`config.mk`:
```
export PLATFORM = sky130hd
export DESIGN_NAME = pipe_stage_reg
export DESIGN_NICKNAME = d
export VERILOG_FILES = /design/src/rtl/pipe_stage_reg_pkg.sv /design/src/rtl/pipe_stage_reg_perf_cnt.sv /design/src/rtl/pipe_stage_reg.sv
export SDC_FILE = /design/constraint.sdc
export NUM_CORES = 1
export LEC_CHECK = 0
export BUFFER_PORTS_ARGS = -buffer_cell sky130_fd_sc_hd__buf_2
export CAP_MARGIN = 20
export CORE_AREA = 4 4 130 132
export CTS_CLUSTER_SIZE = 16
export DETAILED_ROUTE_END_ITERATION = 8
export DIE_AREA = 0 0 134 136
export PLACE_DENSITY_LB_ADDON = 0.3
export SLEW_MARGIN = 20
export SYNTH_ARGS = -nofsm -noshare
export SYNTH_HDL_FRONTEND = slang
export SYNTH_SLANG_ARGS = --single-unit
export TNS_END_PERCENT = 50
```
`constraint.sdc`:
```
create_clock -name clk -period 2.7 [get_ports clk]
set_input_delay 0.27 -clock clk [delete_from_list [all_inputs] [get_ports clk]]
set_output_delay 0.27 -clock clk [all_outputs]
set_load 0.03 [all_outputs]
```
`src/rtl/pipe_stage_reg_pkg.sv`:
```
`default_nettype none
// ============================================================================
//  Module  : pipe_pkg
//  Purpose : Shared constants for the MIPS pipeline inter-stage registers:
//            Tnew encodings, stall-mode selectors, bubble field values and
//            a saturating-increment helper for the performance counters.
//  Ports   : none (package)
//  Rev     : 1.0  initial release
// ============================================================================
package pipe_pkg;

   // Tnew values produced at decode: cycles until the result is available
   localparam logic [1:0] T_PC  = 2'd0;
   localparam logic [1:0] T_ALU = 2'd1;
   localparam logic [1:0] T_DM  = 2'd2;

   // Stall behaviour selectors for the STALL_MODE parameter
   localparam int STALL_HOLD   = 0;
   localparam int STALL_BUBBLE = 1;

   // Field values of a bubble (non-instruction slot)
   localparam logic       C_BUBBLE_VALID    = 1'b0;
   localparam logic       C_BUBBLE_REGWRITE = 1'b0;

   localparam int         CNT_W = 32;

   // Increment that sticks at all-ones instead of wrapping
   function automatic logic [CNT_W-1:0] sat_inc(input logic [CNT_W-1:0] v);
      return (&v) ? v : v + 1'b1;
   endfunction

endpackage
`default_nettype wire

```
`src/rtl/pipe_stage_reg_perf_cnt.sv`:
```
`default_nettype none
// ============================================================================
//  Module  : pipe_perf_cnt
//  Purpose : 32-bit saturating event counter with synchronous clear.
//            Clear has priority over increment.
//  Ports   : clk   - clock
//            clr   - synchronous clear
//            inc   - count this cycle
//            cnt_o - counter value
//  Rev     : 1.0  initial release
// ============================================================================
module pipe_perf_cnt
   import pipe_pkg::*;
(
   input  logic             clk,
   input  logic             clr,
   input  logic             inc,
   output logic [CNT_W-1:0] cnt_o
);

   logic [CNT_W-1:0] r_cnt;

   always_ff @(posedge clk) begin
      if (clr) begin
         r_cnt <= '0;
      end else if (inc) begin
         r_cnt <= sat_inc(r_cnt);
      end
   end

   assign cnt_o = r_cnt;

endmodule
`default_nettype wire

```
`src/rtl/pipe_stage_reg.sv`:
```
`default_nettype none
// ============================================================================
//  Module  : pipe_stage_reg
//  Purpose : Generic inter-stage register for the 5-stage MIPS pipeline.
//            Carries payload, valid, destination register, write enable and
//            Tnew. Priority per edge: reset > flush > stall > load.
//            Optional perf counters enabled by macro PIPE_STAGE_PERF_EN;
//            when undefined both counter ports read 0.
//  Ports   : clk, reset          - clock, sync active-high reset
//            stall, flush        - hazard unit controls
//            valid_i..tnew_i     - upstream entry
//            valid_o..tnew_o     - registered entry
//            fwd_rdy_o           - entry can forward its result now
//            stall_cnt_o         - cycles stalled (not flushed)
//            bubble_cnt_o        - bubbles written (flush/bubble-stall/invalid)
//  Rev     : 1.0  initial release
// ============================================================================
module pipe_stage_reg
   import pipe_pkg::*;
#(
   parameter int DATA_W     = 128,
   parameter int ADDR_W     = 5,
   parameter int TNEW_W     = 2,
   parameter int DEC_TNEW   = 1,
   parameter int STALL_MODE = 0
)(
   input  logic              clk,
   input  logic              reset,
   input  logic              stall,
   input  logic              flush,
   input  logic              valid_i,
   input  logic [DATA_W-1:0] data_i,
   input  logic [ADDR_W-1:0] a3_i,
   input  logic              regwrite_i,
   input  logic [TNEW_W-1:0] tnew_i,
   output logic              valid_o,
   output logic [DATA_W-1:0] data_o,
   output logic [ADDR_W-1:0] a3_o,
   output logic              regwrite_o,
   output logic [TNEW_W-1:0] tnew_o,
   output logic              fwd_rdy_o,
   output logic [31:0]       stall_cnt_o,
   output logic [31:0]       bubble_cnt_o
);

   logic              r_valid;
   logic [DATA_W-1:0] r_data;
   logic [ADDR_W-1:0] r_a3;
   logic              r_regwrite;
   logic [TNEW_W-1:0] r_tnew;

   logic              w_hold;
   logic              w_bubble;
   logic [TNEW_W-1:0] w_tnew_next;

   // Hold only applies in HOLD mode and only if not overridden by flush
   assign w_hold   = stall && !flush && (STALL_MODE == STALL_HOLD);

   // Bubble sources: flush, a bubble-mode stall, or an invalid upstream slot
   assign w_bubble = flush
                  || (stall && (STALL_MODE == STALL_BUBBLE))
                  || (!stall && !valid_i);

   // Saturating decrement: a Tnew of 0 stays 0
   assign w_tnew_next = ((DEC_TNEW != 0) && (tnew_i != '0))
                      ? tnew_i - TNEW_W'(1)
                      : tnew_i;

   always_ff @(posedge clk) begin
      if (reset) begin
         r_valid    <= 1'b0;
         r_data     <= '0;
         r_a3       <= '0;
         r_regwrite <= 1'b0;
         r_tnew     <= '0;
      end else if (w_hold) begin
         r_valid    <= r_valid;
         r_data     <= r_data;
         r_a3       <= r_a3;
         r_regwrite <= r_regwrite;
         r_tnew     <= r_tnew;
      end else if (w_bubble) begin
         r_valid    <= C_BUBBLE_VALID;
         r_data     <= '0;
         r_a3       <= '0;
         r_regwrite <= C_BUBBLE_REGWRITE;
         r_tnew     <= '0;
      end else begin
         r_valid    <= 1'b1;
         r_data     <= data_i;
         r_a3       <= a3_i;
         r_regwrite <= regwrite_i;
         r_tnew     <= w_tnew_next;
      end
   end

   assign valid_o    = r_valid;
   assign data_o     = r_data;
   assign a3_o       = r_a3;
   assign regwrite_o = r_regwrite;
   assign tnew_o     = r_tnew;

   // $zero is never a forwarding source, and bubbles carry valid=0
   assign fwd_rdy_o  = r_valid && r_regwrite && (r_a3 != '0) && (r_tnew == '0);

`ifdef PIPE_STAGE_PERF_EN
   logic w_stall_inc;

   // Reset is handled by the counters' clear, which takes priority
   assign w_stall_inc = stall && !flush;

   pipe_perf_cnt u_stall_cnt (
      .clk   (clk),
      .clr   (reset),
      .inc   (w_stall_inc),
      .cnt_o (stall_cnt_o)
   );

   pipe_perf_cnt u_bubble_cnt (
      .clk   (clk),
      .clr   (reset),
      .inc   (w_bubble),
      .cnt_o (bubble_cnt_o)
   );
`else
   assign stall_cnt_o  = 32'd0;
   assign bubble_cnt_o = 32'd0;
`endif

endmodule
`default_nettype wire

```
---- Word-level counts from Yosys, hierarchy flattened ----
Index checks and enable logic that the tools add are counted.
word-level totals
  register bits ........................... 137
  input port bits ......................... 141
  logic and storage cells ................. 24
cells by class
  $add $sub $neg .......................... 1
  muxes and demuxes ....................... 6
  reduce and logical (&&, ||, !) cells .... 12
operators with widths
  operator                                           number
  two-way mux 128 bit                                1
  logical AND 1 bit                                  5
  two-way mux 5 bit                                  1
  nonzero test 5 bit                                 1
  two-way mux 2 bit                                  2
  logical NOT 1 bit                                  3
  logical NOT 2 bit                                  1
  two-way mux 1 bit                                  2
  nonzero test 2 bit                                 1
  subtractor 2 x 1 -> 2 bit (second input constant)  1
  logical OR 1 bit                                   1

---- Longest topological paths before layout ----
  depth in word-level cells ............... 4
  depth in mapped cells ................... 5
  gate-level depth less buffers ........... 2

---- Worst setup path after synthesis ----
No wires, ideal clock.
  path kind ............................... reg-to-output
  start ................................... register r_regwrite, in the netlist regwrite_o
  end ..................................... output port fwd_rdy_o
  data arrival time ....................... 1.132 ns
  required time ........................... 2.430 ns
  slack ................................... 1.298 ns
  stages on the path, launching flop included .. 3
  path buffers ............................ 0
  path through ............................ dfxtp_1 -> nand4bb_1 -> a21oi_1
between the ends
  cells in the longest elaborated chain, start to end .. 3
RTL lines
  what                             line                   source
  from (decl)                      pipe_stage_reg.sv:49   logic r_regwrite;
  from (signal assigned)           pipe_stage_reg.sv:80   r_regwrite <= r_regwrite;
  from (signal assigned)           pipe_stage_reg.sv:92   r_regwrite <= regwrite_i;
  logical AND 1 bit (3 in series)  pipe_stage_reg.sv:104  assign fwd_rdy_o = r_valid && r_regwrite && (r_a3 != '0) && (r_tnew == '0);
  to (decl)                        pipe_stage_reg.sv:41   output logic fwd_rdy_o,
Every way passes these cells.

---- Final worst setup path ----
  start ................................... register r_valid, in the netlist valid_o
  end ..................................... output port fwd_rdy_o
between the ends
  cells in the longest elaborated chain, start to end .. 3
RTL lines
  what                             line                   source
  from (decl)                      pipe_stage_reg.sv:46   logic r_valid;
  from (signal assigned)           pipe_stage_reg.sv:77   r_valid <= r_valid;
  logical AND 1 bit (3 in series)  pipe_stage_reg.sv:104
Every way passes these cells.

==> results.sh <==
export IMPL_timing_slew_headroom_pct=59.09
export IMPL_max_freq_mhz=635.0
export IMPL_slowest_stage="dfxtp_1"
export IMPL_cts_buffer_depth=2
export IMPL_internal_power_mw=3.530
export IMPL_routed_wl_um=13310
export IMPL_first_iter_violations=164
export IMPL_syn_to_final_growth_pct=40.04
export IMPL_grt_usage_pct=13.81
export IMPL_insertion_delay_ns=0.40
export IMPL_io_buffers=278
export IMPL_totalPowerFinal_mw=4.729
export IMPL_post_cts_resized=0
export IMPL_die_area_mm2=0.01822
export IMPL_htreeDepth=4
export IMPL_p_switching_mw=1.199
export IMPL_synth_seq_area_share_pct=58.78
export IMPL_path_buf_inv=1
export IMPL_synth_edf_count=0
export IMPL_synth_xor_area_share_pct=0
export IMPL_rr_startpoint="valid_o"
export IMPL_synthesis_instances=377
export IMPL_synth_main_ff_cell="dfxtp_1"
export IMPL_critical_path_startpoint="valid_o"
export IMPL_path_delay_family="flip-flops"
export IMPL_grt_first_pass_wirelength_um=19820
export IMPL_crit_chain="nand4bb_1, a21oi_1, buf_2"
export IMPL_async_flop_share_pct=0
export IMPL_synthTopCellsByCount="dfxtp_1, a22o_1, buf_4"
export IMPL_core_area_mm2=0.01571
export IMPL_tritoncts="done"
export IMPL_dr_total_vias=3826
export IMPL_clockPowerShare_pct=46.5
export IMPL_comb_power_share_pct=9.4
export IMPL_hold_class="input port to register"
export IMPL_fp_dieH_um=136
export IMPL_yosys_area_top_type="dfxtp_1"
export IMPL_max_stage_delay_ns=0.43
export IMPL_grt_max_degree=137
export IMPL_report_final_slew_viol_count=0
export IMPL_cp_required_ns=2.43
export IMPL_cts_hold_buf=0
export IMPL_period_share_pct=58.32
export IMPL_start_util_pct=29.69
export IMPL_yosys_area_share_simple_pct=1.126
export IMPL_fp_dieW_um=134
export IMPL_tightest_slew_ns=0.6137
export IMPL_design_area_mm2=0.006534
export IMPL_antenna_found_initial=0
export IMPL_synthesis_area_per_instance_um2=12.38
export IMPL_yosysMostFrequentCell="dfxtp_1"
export IMPL_grt_overflow=0
export IMPL_min_from="data_i[13]"
export IMPL_swShare_pct=25.35
export IMPL_ir_drop_mv=0.3842
export IMPL_wl_per_cell_um=15.23
export IMPL_clock_root_buffer="clkbuf_16"
export IMPL_fin_worst_skew_ns=0
export IMPL_period_needed_ns=1.575
export IMPL_io_pins=343
export IMPL_holdWs_ns=0.07714
export IMPL_numCtsBuffers=17
export IMPL_cts_sinks=137
export IMPL_dpl_worst_slack_ns=1.117
export IMPL_p_per_area_mw_per_mm2=723.8
export IMPL_synth_compound_area_share_pct=25.69
export IMPL_status="finished, final reports clean"
export IMPL_synth_top_family_by_area="compound AO/OA/AOI/OAI gates"
export IMPL_cts_setup_buffers=0
export IMPL_synth_area_mux_share_pct=0.2145
export IMPL_fin_nets=786
export IMPL_tns_ns=0
export IMPL_cap_viol_max_count=0
export IMPL_setup_viol=0
export IMPL_drc=0
export IMPL_post_dp_cell_area_mm2=0.005964
export IMPL_total_leakage_power_nw=3.375
export IMPL_netlist_area_mm2=0.004666
export IMPL_clkTransAtPathRegs_ns=0.06
export IMPL_antennaDiodeCount=0
export IMPL_grt_pass1_vias=3867
export IMPL_yosysWarnings=0
export IMPL_synthAdderAreaFrac_pct=0
export IMPL_endpoint_kind="output port"
export IMPL_synth_distinct_cells=16
export IMPL_layout_setup_ws_ns=1.125
export IMPL_finalHoldViolCount=0
export IMPL_cp_start_kind="register"
export IMPL_dr_pass1_iters=4
export IMPL_routabilityCongestion=0.7655
export IMPL_crit_path_max_fanout=3
export IMPL_vias_per_cell=4.378
export IMPL_dp_hpwl_um=9640
export IMPL_arrival_ns=1.30
export IMPL_rsz0062_at_grt="no"
export IMPL_ys_top_cells_by_area="dfxtp_1, a22o_1, buf_4"
export IMPL_synth_top_area_share_pct=58.78
export IMPL_crit_type="register to output port"
export IMPL_seqPwrFrac_pct=44.1
export IMPL_ant_nets=0
export IMPL_drive_gt1_share_pct=47.57
export IMPL_ys_ff_latch=137
export IMPL_num_rows=46
-- logic make-up after synthesis --
kind of cell,after synthesis
AND/OR/NAND/NOR,6
AO/OA/AOI/OAI,137
other,1
buffers and inverters,95
multiplexers,1
flip-flops,137
-- metrics by stage --
step           cells  util [%]
5_1_grt          874     41.58
6_report         874     41.58
3_5_place_dp     842     37.96
3_3_place_gp     842     37.96
2_1_floorplan    440         -
4_1_cts          874     41.58
-- layout by cell type, fill, tap and decap left out, types with 3 or more instances in the layout --
cell	n
inv_6	5
buf_2	278
conb_1	64
dfxtp_1	137
clkbuf_16	17
clkinv_2	3
a22o_1	134
-- metal layers --
layer,vias up,part of all wire (%),GRT usage [%]
met1,1769,39,15.26
met2,225,49,23.22
met5,-,0,0
met4,0,1.9,5.486
li1,1816,-,-
met3,16,11,6.292
-- layout make-up --
cell class	instances	area [um^2]
timing repair buffer	280	1431
inverter	1	3.754
multi-input combinational	208	1516
clock buffer	20	456.7
fill	1522	9179
tap	216	270.3
clock inverter	12	112.6
sequential	137	2743
-- path summary, 6_finish.rpt --
| path | end | slack [ns] | cells after the start |
|---|---|---|---|
| worst min-delay path | data_o[13] | 0.08 | 2 |
| worst min register to register | data_o[113] | 0.47 | 1 |
| worst max register to register | valid_o | 1.94 | 2 |
| worst max-delay path | fwd_rdy_o | 1.13 | 3 |
-- registers in the layout (all words and copies together), names as in the netlist --
signal	flops
data_o	128
a3_o	5
tnew_o	2
regwrite_o	1
valid_o	1
-- power by group through the flow --
stage               clock, mW  sequential (mW)  combinational [mW]
floorplan                   0             2.21               0.270
global placement            0             2.13               0.437
detailed placement          0             2.13               0.443
CTS                      2.27             2.09               0.444
global route             2.37             2.09               0.472
finish                   2.20             2.09               0.445
(Power assumes the default switching activity.)
